File: config.mk
export PLATFORM = sky130hd
export DESIGN_NAME = fetch_queue
export DESIGN_NICKNAME = d
export VERILOG_FILES = /design/src/rtl/fetch_pkg.sv /design/src/rtl/fq_storage.sv /design/src/rtl/fetch_queue.sv
export SDC_FILE = /design/constraint.sdc
export NUM_CORES = 1
export LEC_CHECK = 0
export ABC_CLOCK_PERIOD_IN_PS = 4200
export CAP_MARGIN = 10
export CORE_ASPECT_RATIO = 0.9
export CORE_MARGIN = 1
export CORE_UTILIZATION = 55
export DETAILED_ROUTE_END_ITERATION = 12
export DONT_BUFFER_PORTS = 1
export PLACE_DENSITY = 0.8
export SLEW_MARGIN = 20
export SYNTH_ARGS = -nofsm -noshare
export SYNTH_HDL_FRONTEND = slang
export SYNTH_HIERARCHICAL = 1
export SYNTH_SLANG_ARGS = --single-unit
File: constraint.sdc
create_clock -name clock -period 4.2 [get_ports clock]
set_input_delay 1.26 -clock clock [delete_from_list [all_inputs] [get_ports clock]]
set_output_delay 1.26 -clock clock [all_outputs]
set_load 0.005 [all_outputs]
File: src/rtl/fetch_pkg.sv
// fetch_pkg: shared types and defaults for the instruction prefetch queue.
//   fq_entry_t   - {pc, instr} pair held by one queue slot (default widths)
//   FQ_*         - default geometry / reset constants for fetch_queue
//   FQ_NOP       - no-operation instruction encoding
package fetch_pkg;

   localparam int FQ_ADDR_W  = 16;
   localparam int FQ_INSTR_W = 32;
   localparam int FQ_DEPTH   = 4;
   localparam int FQ_PC_STEP = 4;

   localparam logic [FQ_ADDR_W-1:0]  FQ_RESET_PC = 16'h0000;
   localparam logic [FQ_INSTR_W-1:0] FQ_NOP      = 32'h0000_0013;

   typedef struct packed {
      logic [FQ_ADDR_W-1:0]  pc;
      logic [FQ_INSTR_W-1:0] instr;
   } fq_entry_t;

endpackage

File: src/rtl/fq_storage.sv
// fq_storage: DEPTH-entry circular buffer of {pc, instr} pairs.
// Ports:
//   clock, reset    - rising-edge clock, synchronous active-high reset
//   clear           - drop all entries (pointers to zero)
//   wr_en/wr_pc/wr_instr - write one entry at the write pointer
//   rd_en           - advance the read pointer past the head
//   rd_pc/rd_instr  - asynchronous read of the head entry
// Reset also zeroes the array so the head reads 0 right after reset.
module fq_storage
   import fetch_pkg::*;
#(
   parameter int DEPTH   = FQ_DEPTH,
   parameter int ADDR_W  = FQ_ADDR_W,
   parameter int INSTR_W = FQ_INSTR_W
) (
   input  logic               clock,
   input  logic               reset,
   input  logic               clear,
   input  logic               wr_en,
   input  logic [ADDR_W-1:0]  wr_pc,
   input  logic [INSTR_W-1:0] wr_instr,
   input  logic               rd_en,
   output logic [ADDR_W-1:0]  rd_pc,
   output logic [INSTR_W-1:0] rd_instr
);

   localparam int PTR_W = $clog2(DEPTH);

   logic [ADDR_W-1:0]  pc_mem_r    [DEPTH];
   logic [INSTR_W-1:0] instr_mem_r [DEPTH];
   logic [PTR_W-1:0]   wr_ptr_r;
   logic [PTR_W-1:0]   rd_ptr_r;

   // Entry array and wrapping read/write pointers.
   always_ff @(posedge clock) begin
      if (reset) begin
         for (int i = 0; i < DEPTH; i++) begin
            pc_mem_r[i]    <= '0;
            instr_mem_r[i] <= '0;
         end
         wr_ptr_r <= '0;
         rd_ptr_r <= '0;
      end else if (clear) begin
         wr_ptr_r <= '0;
         rd_ptr_r <= '0;
      end else begin
         if (wr_en) begin
            pc_mem_r[wr_ptr_r]    <= wr_pc;
            instr_mem_r[wr_ptr_r] <= wr_instr;
            wr_ptr_r              <= wr_ptr_r + PTR_W'(1);
         end
         if (rd_en) begin
            rd_ptr_r <= rd_ptr_r + PTR_W'(1);
         end
      end
   end

   assign rd_pc    = pc_mem_r[rd_ptr_r];
   assign rd_instr = instr_mem_r[rd_ptr_r];

endmodule

File: src/rtl/fetch_queue.sv
// fetch_queue: instruction prefetch stage. Owns the fetch PC, reads the
// combinational ROM whenever there is room, and queues {pc, instr} pairs
// for the control unit (valid/ready). A redirect flushes and restarts.
// Ports:
//   clock, reset              - rising-edge clock, synchronous active-high reset
//   fetch_en                  - allow ROM reads (pops still allowed when low)
//   redirect, redirect_pc     - flush and restart fetching at redirect_pc
//   rom_addr / rom_data       - ROM address (= fetch PC) and its data
//   instr_valid/instr_ready   - head handshake
//   instr, instr_pc           - head instruction and its PC
//   count                     - occupied entries
// Build option: FETCH_QUEUE_BYPASS_EN forwards rom_data straight to the
// outputs when the queue is empty, removing one cycle of latency.
module fetch_queue
   import fetch_pkg::*;
#(
   parameter int                DEPTH    = FQ_DEPTH,
   parameter int                ADDR_W   = FQ_ADDR_W,
   parameter int                INSTR_W  = FQ_INSTR_W,
   parameter int                PC_STEP  = FQ_PC_STEP,
   parameter logic [ADDR_W-1:0] RESET_PC = '0
) (
   input  logic                     clock,
   input  logic                     reset,
   input  logic                     fetch_en,
   input  logic                     redirect,
   input  logic [ADDR_W-1:0]        redirect_pc,
   output logic [ADDR_W-1:0]        rom_addr,
   input  logic [INSTR_W-1:0]       rom_data,
   output logic                     instr_valid,
   input  logic                     instr_ready,
   output logic [INSTR_W-1:0]       instr,
   output logic [ADDR_W-1:0]        instr_pc,
   output logic [$clog2(DEPTH):0]   count
);

   localparam int                CNT_W   = $clog2(DEPTH) + 1;
   localparam logic [CNT_W-1:0]  DEPTH_C = CNT_W'(DEPTH);
   localparam logic [ADDR_W-1:0] STEP_C  = ADDR_W'(PC_STEP);

   logic [ADDR_W-1:0]  fetch_pc_r;
   logic [CNT_W-1:0]   count_r;
   logic               q_valid_s;
   logic               space_s;
   logic               push_s;
   logic               pop_s;
   logic               byp_s;
   logic               wr_en_s;
   logic               rd_en_s;
   logic [ADDR_W-1:0]  q_pc_s;
   logic [INSTR_W-1:0] q_instr_s;

   // Push/pop decode and head mux. Room is computed from the stored head
   // only, so push never depends on the bypassed valid (no comb loop).
   always_comb begin
      q_valid_s = (count_r != {CNT_W{1'b0}});
      space_s   = (count_r < DEPTH_C) | (q_valid_s & instr_ready);
      push_s    = fetch_en & ~redirect & ~reset & space_s;
`ifdef FETCH_QUEUE_BYPASS_EN
      byp_s     = ~q_valid_s & push_s;
`else
      byp_s     = 1'b0;
`endif
      if (byp_s) begin
         instr_valid = 1'b1;
         instr       = rom_data;
         instr_pc    = fetch_pc_r;
      end else begin
         instr_valid = q_valid_s;
         instr       = q_instr_s;
         instr_pc    = q_pc_s;
      end
      pop_s   = instr_valid & instr_ready;
      // A bypassed entry that is consumed immediately is never stored.
      wr_en_s = push_s & ~(byp_s & pop_s);
      rd_en_s = pop_s & ~byp_s & ~redirect;
   end

   // Fetch PC and occupancy; redirect overrides push and pop.
   always_ff @(posedge clock) begin
      if (reset) begin
         fetch_pc_r <= RESET_PC;
         count_r    <= '0;
      end else if (redirect) begin
         fetch_pc_r <= redirect_pc;
         count_r    <= '0;
      end else begin
         if (push_s) begin
            fetch_pc_r <= fetch_pc_r + STEP_C;
         end
         case ({wr_en_s, rd_en_s})
            2'b10:   count_r <= count_r + CNT_W'(1);
            2'b01:   count_r <= count_r - CNT_W'(1);
            default: count_r <= count_r;
         endcase
      end
   end

   fq_storage #(
      .DEPTH   (DEPTH),
      .ADDR_W  (ADDR_W),
      .INSTR_W (INSTR_W)
   ) u_storage (
      .clock    (clock),
      .reset    (reset),
      .clear    (redirect),
      .wr_en    (wr_en_s),
      .wr_pc    (fetch_pc_r),
      .wr_instr (rom_data),
      .rd_en    (rd_en_s),
      .rd_pc    (q_pc_s),
      .rd_instr (q_instr_s)
   );

   assign rom_addr = fetch_pc_r;
   assign count    = count_r;

endmodule

Word-level counts from Yosys, hierarchy flattened
Memory sizes are Yosys's and may differ from the RTL's. A register that Yosys moved wholly into a read port is not among the register bits.
Cells that the tools add are included.
- muxes and demuxes: 19
- $add $sub $neg: 5
- equality and inequality tests: 2
- $lt $le $gt $ge: 1
- reduce and logical (&&, ||, !) cells: 6
- bitwise logic cells: 8
- operator list (operator ; count):
    2-to-1 mux 16 bit ; 3
    2-to-1 mux 32 bit ; 1
    OR reduction 32 bit ; 1
    adder 16 x 3 -> 16 bit (second input constant) ; 1
    OR reduction 16 bit ; 1
    2-to-1 mux 2 bit ; 6
    2-to-1 mux 1 bit ; 8
    one-hot mux 3 bit (2 select lines) ; 1
    AND 1 bit ; 5
    adder 2 x 1 -> 2 bit (second input constant) ; 2
    nonzero test 2 bit ; 2
    adder 3 x 1 -> 3 bit (second input constant) ; 1
    less-than comparator 3 bit (second input constant) ; 1
    nonzero test 3 bit ; 1
    subtractor 3 x 1 -> 3 bit (second input constant) ; 1
    == test 2 x 1 -> 1 bit (second input constant) ; 1
    == test 2 bit (second input constant) ; 1
    NOT 1 bit ; 2
    OR reduction 2 bit ; 1
    OR 1 bit ; 1
- register bits after elaboration: 23
- output and inout bits: 68
- RAM bits: 192
- input bits: 53
- word-level logic and storage cells: 47
- memories kept: 2
- memories (name ; words ; bits a word ; rd ports ; clocked after Yosys merged registers in ; wr ports ; RTL line ; text):
    u_storage.instr_mem_r ; 4 ; 32 ; 1 ; 1 ; 4 ; fq_storage.sv:30 ; logic [INSTR_W-1:0] instr_mem_r [DEPTH];
    u_storage.pc_mem_r ; 4 ; 16 ; 1 ; 1 ; 4 ; fq_storage.sv:29 ; logic [ADDR_W-1:0] pc_mem_r [DEPTH];

Longest topological paths before layout
Gate-level depths: netlist (run 1).
- word-level depth: 10
- mapped depth: 10
- mapped depth without buffers: 9

Hierarchy
The synthesis (run 1) kept the hierarchy.
- by module, submodules not included (module ; area each (um^2) ; seq. area each (um^2) ; times used ; cells an instance):
    fq_storage ; 8323.0 ; 5885.6 ; 1 ; 544
    fetch_queue ; 1092.3 ; 380.4 ; 1 ; 128

Worst setup path before layout (run 1)
No wires, ideal clock.
- kind: input to register
- start: in instr_ready
- end: mem u_storage/instr_mem_r[0][0] (netlist name), enable pin
- path buffers: 3
- data required time: 3.787 ns
- stages: 8
- slack: 0.339 ns
- setup time: 0.413 ns
- arrival: 3.447 ns
- cells stage by stage: nand2b_1 > buf_4 > nand3_1 > inv_1 > buf_4 > or4b_1 > buf_2 > nand2b_1
- RTL lines (what ; RTL line ; text):
    start, declared ; fetch_queue.sv:31 ; input logic instr_ready,
    end, declared ; fq_storage.sv:30 ;

==> key figures, run 1 <==
Pwr
  – VDD IR max: 0.2929 mV
  – Int Pwr: 0.003599 W
  – Clock power frac: 41.4%
  – Comb pwr share: 4.2%
  – Sequential power share: 54.5%
  – Sw Ratio: 20.61%
  – P_sw: 0.0009345 W
  – PD cells: 437.5 nW/um2
  – Leak Pwr: 3.453 nW

Routing
  – DR pass1 iterations: 5
  – Violation count after the first detailed-route iteration: 390
  – Final antenna-violating net count: 0
  – Routed len/inst: 22.02 um
  – Number of remaining DRC errors: 0
  – Vias: 5440
  – Final WL: 19690 um
  – Via/cell ratio: 6.085

Global routing
  – GRT overflow: 0
  – Initial antenna violation count: 0
  – Vias in the first global route: 5771
  – Largest net degree at the start of global routing: 75
  – Overall routing resource usage: 22.92%
  – First-pass GRT wire length: 30800 um

STA
  – RSZ-0062 raised after global routing: no
  – Tightest Pin Transition: 0.7102 ns
  – Rel. slew slack: 52.65%
  – Tcrit/Tclk final: 82.98%
  – Final-report setup violation count: 0
  – Crit path time final: 3.485 ns
  – Max frequency: 0.2869 GHz
  – Final number of hold-violating endpoints: 0
  – Clk_skew: 0.01133 ns
  – Setup TNS Final: 0 ns
  – Final Slew Violations: 0

Clock tree
  – Root Buffer: clkbuf_16
  – CTS Buffer Depth: 3
  – Clk_lat worst skew: 0.50 ns
  – Post-CTS Setup Inserts: 0
  – Clock sink count: 217
  – H-Tree Level Count: 1
  – # resized after CTS: 0
  – Num CTS Buffers: 22
  – CTS Hold Buffers Added: 0
  – CTS clk-pin slew, worst paths: 0.06 ns
  – CTS tree: yes

Critical path
  – Startpoint Class: register
  – CP max stage cell: dfxtp_4
  – CP endpoint kind: output pin
  – Crit-path cells: buf_4, mux4_2
  – CP required: 2.94 ns
  – Largest fanout on the critical path: 32
  – Crit path kind: reg -> out
  – Crit path DAT: 2.23 ns
  – Max incr delay on CP: 0.77 ns

Run
  – Max cap viols: 0

Floorplan
  – Core box area: 16780 um2
  – Die area: 17650 um2
  – DIE HEIGHT: 126.1 um
  – Row cnt: 45
  – Initial Util: 56.11%
  – Die span in x: 139.9 um
  – I/O pin count: 121

Final layout
  – Ant diodes: 0
  – Final Core Density: 61.77%
  – Layout cell share with drive strength beyond 1: 17.57%
  – Fillers: 1221
  – Area growth syn-to-layout: 10.07%
  – Final Net Count: 723

Hold path
  – Worst Hold Class: reg -> reg

Logic synthesis
  – FF+latch count, synth: 217
  – Mapped cell area: 9415 um2
  – Syn Nets: 728
  – Syn Area/Cell: 14.01 um2
  – Synth cell types: 48
  – Synth Instances: 672
  – Main synth FF type: edfxtp_1
  – Sequential share of the synthesized area: 66.55%
  – Post-synth EDFFs: 192
  – Warnings from Yosys: 6
  – Post-synth ARST share: 0%

Place
  – Final HPWL DP: 11670 um
  – Port Buffers: 0
  – Routability cong.: 0.7965

Run status
  – Status: completed
## metal layers
| layer | global-route usage, % | share of wire (%) |
|---|---|---|
| met2 | 39.29 | 50 |
| met4 | 5.624 | 1.7 |
| met1 | 29.81 | 39 |
| met3 | 5.209 | 8.4 |
| met5 | 0 | 0 |
## registers in the layout, summed over array words and instances, names as in the netlist, named ones only
name	cells
u_storage/wr_ptr_r	2
u_storage/pc_mem_r	64
u_storage/instr_mem_r	128
count	3
rom_addr	16
u_storage/rd_ptr_r	2
## layout by cell type, fill, tap and decap left out, drive strengths merged, types with 2 or more instances in the layout
cell type  instances
a211oi             7
a21bo              2
a21oi              6
a311oi             4
a31o               2
and2               2
and3               4
and4               3
buf               15
clkbuf            31
clkinv             8
dfxtp             25
edfxtp           192
ha                 2
inv               12
mux2i              2
mux4              48
nand2              5
nand2b            53
nand3              5
nand3b             2
nand4              6
nand4bb            2
nor2             211
nor3               5
o31a               3
or3                3
xnor2              4
xor2               7
## power by group through the flow
stage / sequential, W / clock, W / combinational, W
global placement: 0.00251 / 0 / 0.000184
global route: 0.00248 / 0.00199 / 0.000205
CTS: 0.00247 / 0.00191 / 0.000191
detailed placement: 0.00252 / 0 / 0.000189
finish: 0.00247 / 0.00188 / 0.000188
floorplan: 0.00250 / 0 / 0.000142
## worst paths after layout
check,cells after the start,slack [ns],from,endpoint
worst max-delay path,2,0.71,register,instr[24]
worst min-delay path,2,0.55,rom_addr[1],rom_addr[1]
worst max register to register,6,1.55,count[2],u_storage/instr_mem_r[0][27]
worst min register to register,2,0.55,rom_addr[1],rom_addr[1]
## worst max-delay path, delay by kind of cell (launching register included)
family | cells | cell delay [ns]
flip-flops | 1 | 0.77
multiplexers | 1 | 0.58
buffers and inverters | 1 | 0.37
## stage by stage
stage          instance area, um2  hold WS, ns  total power [W]  std cells  worst slack, ns
2_1_floorplan                9415       0.4956         0.002643        672           0.3393
3_3_place_gp                 9664       0.5055         0.002692        854           0.6872
3_5_place_dp                 9664       0.5441         0.002705        854           0.6301
4_1_cts                     10360       0.5597         0.004570        894           0.6373
5_1_grt                     10360       0.5842         0.004676        894           0.5574
6_report                    10360       0.5510         0.004534        894           0.7149
## cells in the mapped netlist, types with 6 or more instances
| master | number | area [um2] |
|---|---|---|
| mux4_2 | 48 | 1081 |
| nand2b_1 | 53 | 331.6 |
| a211oi_1 | 7 | 52.55 |
| nor2_1 | 209 | 784.5 |
| buf_2 | 9 | 45.04 |
| a21oi_1 | 6 | 30.03 |
| dfxtp_1 | 25 | 500.5 |
| edfxtp_1 | 192 | 5766 |
| inv_1 | 12 | 45.04 |
| xor2_1 | 7 | 61.31 |
| clkbuf_1 | 24 | 90.09 |
## logic make-up (layout without fill, tap and decap cells)
group                    count (synthesis)  count (layout)  synth area share (%)
AO/OA/AOI/OAI                           29              29                 2.379
XOR/XNOR                                11              11                 1.023
adder cells (fa/ha/maj)                  3               3                0.4784
buffers and inverters                   56              67                 2.751
flip-flops                             217             217                 66.55
multiplexers                            50              50                 11.69
AND/OR/NAND/NOR                        306             306                 15.12
## cell type report
class                      count  area, um2  share of cell area [%]
clock inverter                 9      73.82                  0.7123
timing repair buffer          15      150.1                   1.449
clock buffer                  31      625.6                   6.036
tap                          211      264.0                   2.547
sequential                   217       6271                   60.51
multi-input combinational    399       2934                   28.31
inverter                      12      45.04                  0.4346
Power figures use the tool's default switching activity.
==> run 2: changes to the inputs <==
--- a/config.mk
+++ b/config.mk
@@ -5,14 +5,14 @@
 export SDC_FILE = /design/constraint.sdc
 export NUM_CORES = 1
 export LEC_CHECK = 0
-export ABC_CLOCK_PERIOD_IN_PS = 4200
+export ABC_CLOCK_PERIOD_IN_PS = 3100
 export CAP_MARGIN = 10
 export CORE_ASPECT_RATIO = 0.9
 export CORE_MARGIN = 1
 export CORE_UTILIZATION = 55
 export DETAILED_ROUTE_END_ITERATION = 12
 export DONT_BUFFER_PORTS = 1
-export PLACE_DENSITY = 0.8
+export PLACE_DENSITY = 0.83
 export SLEW_MARGIN = 20
 export SYNTH_ARGS = -nofsm -noshare
 export SYNTH_HDL_FRONTEND = slang
==> constraint.sdc (replaced) <==
create_clock -name clock -period 3.1 [get_ports clock]
set_input_delay 0.93 -clock clock [delete_from_list [all_inputs] [get_ports clock]]
set_output_delay 0.93 -clock clock [all_outputs]
set_load 0.005 [all_outputs]
==> run 2 against run 1 <==
Effect of this change:
- sequential share of layout area rose by 0.29 points
- setup slack got worse by 0.52 ns
- combinational power rose by 37%
- core utilization fell by 0.30 points
- first-iteration DRC count rose by 17%
- critical endpoint is now instr_pc[5]
==> key figures, run 2 (synthesis results as in run 1) <==
Final layout
  – Final Net Count: 723 (unchanged)
  – Sequential cell area: 6271 um2 (unchanged)
  – Commonest non-fill, non-tap cell in the layout: nor2_1
  – Layout cell share with drive strength beyond 1: 16.96% (-0.61 points)
  – Ant diodes: 0 (unchanged)
  – Largest reg by FF count: u_storage/instr_mem_r
  – Area occupied by multi-input gates: 2934 um2 (unchanged)
  – Largest register FFs: 128 (unchanged)
  – Commonest non-fill, non-tap cells in the layout: nor2_1 (209), edfxtp_1 (192), nand2b_1 (49)
  – Area growth syn-to-layout: 9.541%
  – Fillers: 1228 (+0.57%)

Floorplan
  – Core box area: 16780 um2 (unchanged)
  – I/O pin count: 121 (unchanged)
  – Row cnt: 45 (unchanged)
  – Die area: 17650 um2 (unchanged)
  – Die span in x: 139.9 um (unchanged)
  – Initial Util: 56.11% (unchanged)
  – DIE HEIGHT: 126.1 um (unchanged)

Critical path
  – CP endpoint kind: output pin
  – Crit path kind: reg -> out
  – Largest fanout on the critical path: 19 (-41%)
  – CP required: 2.17 ns (-0.77 ns)
  – Startpoint Class: register
  – Crit path DAT: 1.97 ns (-0.26 ns)

Pwr
  – VDD IR max: 0.3586 mV (+22%)
  – Design Power: 0.005878 W (+30%)
  – Leak Pwr: 3.421 nW (-0.93%)
  – PD cells: 569.9 nW/um2 (+30%)

Clock tree
  – Root Buffer: clkbuf_16
  – Num CTS Buffers: 21 (-4.5%)
  – CTS Hold Buffers Added: 0 (unchanged)
  – # resized after CTS: 0 (unchanged)
  – Post-CTS Setup Inserts: 0 (unchanged)
  – CTS tree: yes
  – CTS clk-pin slew, worst paths: 0.06 ns (about the same)
  – Clock sink count: 217 (unchanged)
  – CTS Buffer Depth: 3 (unchanged)
  – H-Tree Level Count: 1 (unchanged)
  – Clk_lat worst skew: 0.50 ns (about the same)

Global routing
  – Largest net degree at the start of global routing: 75 (unchanged)
  – Initial antenna violation count: 0 (unchanged)
  – GRT overflow: 0 (unchanged)
  – Overall routing resource usage: 23.03% (+0.12 points)
  – Vias in the first global route: 5643 (-2.2%)
  – First-pass GRT wire length: 30740 um (-0.20%)

STA
  – Max frequency: 0.3444 GHz
  – Tightest Pin Transition: 0.6655 ns (-0.04475 ns)
  – Crit path time final: 2.904 ns
  – Final number of hold-violating endpoints: 0 (unchanged)
  – Final Slew Violations: 0 (unchanged)
  – RSZ-0062 raised after global routing: no
  – Setup TNS Final: 0 ns (unchanged)
  – Final-report setup violation count: 0 (unchanged)
  – Tcrit/Tclk final: 93.66%
  – Rel. slew slack: 55.63% (+3.0 points)
  – Clk_skew: 0.008807 ns (-0.002521 ns)

Place
  – Port Buffers: 0 (unchanged)
  – Final HPWL DP: 11630 um (-0.36%)
  – Routability cong.: 0.8231 (+3.3%)

Routing
  – Violation count after the first detailed-route iteration: 457 (+17%)
  – DR pass1 iterations: 5 (unchanged)
  – Final antenna-violating net count: 0 (unchanged)
  – Via/cell ratio: 6.116 (+0.51%)
  – Number of remaining DRC errors: 0 (unchanged)
  – Vias: 5437 (-0.055%)
  – Final WL: 19820 um (+0.66%)
  – Routed len/inst: 22.29 um (+1.2%)

Hold path
  – Worst Hold Class: in -> reg

Run status
  – Status: completed

Run
  – Max cap viols: 0 (unchanged)
[run 2: metrics by stage]
| step | instances | util, % | area (um2) | setup WS [ns] | hold slack, ns |
|---|---|---|---|---|---|
| after CTS | 889 | 61.47 | 10310 | 0.1427 | 0.4879 |
| after floorplan | 672 | - | 9423 | 0.08659 | 0.4956 |
| after detailed placement | 855 | 57.94 | 9722 | 0.4339 | 0.5205 |
| after global routing | 889 | 61.47 | 10310 | 0.08894 | 0.4852 |
| after global placement | 855 | 57.94 | 9722 | 0.4360 | 0.5048 |
| final | 889 | 61.47 | 10310 | 0.1965 | 0.4975 |
[run 2: layout make-up]
type / instances / area share [%]
Clock buffer: 27 / 5.411
Inverter: 12 / 0.4367
Sequential cell: 217 / 60.80
Tap cell: 211 / 2.560
Timing Repair Buffer: 16 / 2.014
Multi-Input combinational cell: 399 / 28.45
Clock inverter: 7 / 0.3276
[run 2: critical path: stages (launching register included)]
cell and delay, ns:
dfxtp_4 0.61, buf_4 0.28, mux4_2 0.57
[run 2: worst paths after layout]
check	from	to	slack, ns	cells past startpoint
setup reg to reg	count[0]	count[1]	1.00	8
hold reg to reg	u_storage/rd_ptr_r[1]	register	0.53	2
hold / removal	reset	rom_addr[3]	0.50	1
setup / recovery	register	instr_pc[5]	0.20	2
[run 2: where the power goes]
part	switching, W	leakage, nW	internal [W]
combinational	0.000160	0.949	0.0000974
sequential	0.0000567	2.18	0.00329
clock	0.00101	0.297	0.00126
total	0.00123	3.42	0.00465
[run 2: layer usage]
layer,vias to the layer above,global-route usage [%],wire length (um)
met2,248,39.65,10120
met5,-,0,0
met1,2733,29.78,7704
met4,0,6.335,413
li1,2424,-,-
met3,32,4.905,1575
==> run 3: changes to the inputs <==
==> constraint.sdc (replaced) <==
create_clock -name clock -period 3.1 [get_ports clock]
set_input_delay 0.775 -clock clock [delete_from_list [all_inputs] [get_ports clock]]
set_output_delay 0.775 -clock clock [all_outputs]
set_load 0.005 [all_outputs]
==> run 3 against run 2 <==
Effect of this change:
- core utilization increased by 1.2 points
- setup slack improved by 0.034 ns
- clock skew increased by 0.00059 ns
- non-clock buffer count up 2
- clock power is 20% higher
- final cell count up 0.56%
- hold slack got worse by 0.16 ns
- sequential power about the same
- critical endpoint is now instr_pc[15]
- largest cell class unchanged
==> key figures, run 3 (synthesis results as in run 1) <==
Run status
  – Status: completed

Place
  – Routability cong.: 0.8004 (-2.8%)
  – Final HPWL DP: 11680 um (+0.47%)
  – Placement-stage cell area: 9762 um2 (+0.41%)
  – Port Buffers: 0 (unchanged)

Routing
  – Routed len/inst: 21.99 um (-1.4%)
  – DR pass1 iterations: 5 (unchanged)
  – Final WL: 19660 um (-0.80%)
  – Violation count after the first detailed-route iteration: 441 (-3.5%)
  – Vias: 5391 (-0.85%)
  – Number of remaining DRC errors: 0 (unchanged)
  – Final antenna-violating net count: 0 (unchanged)
  – Via/cell ratio: 6.030 (-1.4%)

Clock tree
  – CTS clk-pin slew, worst paths: 0.06 ns (about the same)
  – # resized after CTS: 0 (unchanged)
  – CTS Hold Buffers Added: 0 (unchanged)
  – Post-CTS Setup Inserts: 0 (unchanged)
  – CTS Buffer Depth: 3 (unchanged)
  – Num CTS Buffers: 22 (+4.8%)
  – Clk_lat worst skew: 0.50 ns (about the same)
  – Root Buffer: clkbuf_16
  – Clock sink count: 217 (unchanged)
  – H-Tree Level Count: 1 (unchanged)
  – CTS tree: yes

Floorplan
  – I/O pin count: 121 (unchanged)
  – Die area: 17650 um2 (unchanged)
  – Initial Util: 56.11% (unchanged)
  – Die span in x: 139.9 um (unchanged)
  – DIE HEIGHT: 126.1 um (unchanged)
  – Row cnt: 45 (unchanged)
  – Core box area: 16780 um2 (unchanged)

Critical path
  – Crit path kind: reg -> out
  – Largest fanout on the critical path: 21 (+2)
  – Startpoint Class: register
  – CP required: 2.32 ns (+0.15 ns)
  – CP endpoint kind: output pin
  – Crit path DAT: 2.09 ns (+0.12 ns)

STA
  – Final-report setup violation count: 0 (unchanged)
  – Tcrit/Tclk final: 92.55% (-1.1 points)
  – Hold slack final: 0.3374 ns (-0.1601 ns)
  – Rel. slew slack: 55.12% (-0.51 points)
  – Max frequency: 0.3485 GHz (+1.2%)
  – Final number of hold-violating endpoints: 0 (unchanged)
  – Clk_skew: 0.009401 ns (+0.0005947 ns)
  – Crit path time final: 2.869 ns (-0.03439 ns)
  – Tightest Pin Transition: 0.6732 ns (+0.007669 ns)
  – Final Slew Violations: 0 (unchanged)
  – RSZ-0062 raised after global routing: no
  – Setup TNS Final: 0 ns (unchanged)

Global routing
  – Grt met2 use: 39.12% (-0.53 points)
  – Grt met3 use: 5.399% (+0.49 points)
  – Busiest metal layer after global routing: met2
  – First-pass GRT wire length: 30430 um (-1.0%)
  – Met1 usage: 28.69% (-1.1 points)
  – Vias in the first global route: 5622 (-0.37%)
  – GRT overflow: 0 (unchanged)
  – Initial antenna violation count: 0 (unchanged)
  – Overall routing resource usage: 22.81% (-0.23 points)
  – Largest net degree at the start of global routing: 75 (unchanged)

Final layout
  – Design area: 10510 um2 (+1.9%)
  – Ant diodes: 0 (unchanged)
  – Commonest non-fill, non-tap cell in the layout: nor2_1
  – Largest reg by FF count: u_storage/instr_mem_r
  – Largest register FFs: 128 (unchanged)
  – Commonest non-fill, non-tap cells in the layout: nor2_1 (209), edfxtp_1 (192), nand2b_1 (49)
  – Final Net Count: 726 (+0.41%)
  – Layout cell share with drive strength beyond 1: 17.72% (+0.75 points)
  – Area growth syn-to-layout: 11.63%

Pwr
  – Leak Pwr: 3.516 nW (+2.8%)
  – PD cells: 604.9 nW/um2 (+6.1%)
  – VDD IR max: 0.3820 mV (+6.5%)

Hold path
  – Worst Hold Class: in -> reg

Run
  – Max cap viols: 0 (unchanged)
[run 3: final cells by class]
cell class	count	area, um2
sequential	217	6271
fill	1218	6269
multi-input combinational	399	2934
clock buffer	25	593.1
tap	211	264.0
timing repair buffer	18	247.7
clock inverter	12	155.1
inverter	12	45.04
[run 3: worst paths after layout]
check	from	endpoint	slack, ns	cells past startpoint
worst max-delay path	register	instr_pc[15]	0.23	2
worst min-delay path	reset	rom_addr[0]	0.34	1
worst max register to register	count[2]	u_storage/instr_mem_r[0][17]	0.83	6
worst min register to register	u_storage/rd_ptr_r[0]	register	0.55	2
[run 3: worst max-delay path, stage by stage (launching register included)]
cell	delay [ns]
dfxtp_2	0.76
buf_4	0.40
mux4_2	0.41
[run 3: metrics by stage]
stage | power (W) | instances | worst slack [ns] | utilization [%]
final | 0.006357 | 894 | 0.2309 | 62.64
after global routing | 0.006524 | 894 | 0.1596 | 62.64
after floorplan | 0.003581 | 672 | 0.09263 | -
after global placement | 0.003656 | 857 | 0.4402 | 58.18
after detailed placement | 0.003676 | 857 | 0.4179 | 58.18
after CTS | 0.006390 | 894 | 0.1866 | 62.64
[run 3: metal layers]
metal | part of all wire, % | routed length [um]
met5 | 0 | 0
met4 | 2.5 | 498
met3 | 8.8 | 1732
met2 | 50 | 9804
met1 | 39 | 7624
[run 3: report_power, final]
part / internal, W / switching, W / total, W
Combinational: 0.000105 / 0.000164 / 0.000269
Clock: 0.00169 / 0.00105 / 0.00274
Sequential: 0.00329 / 0.0000569 / 0.00335
Total: 0.00508 / 0.00127 / 0.00636
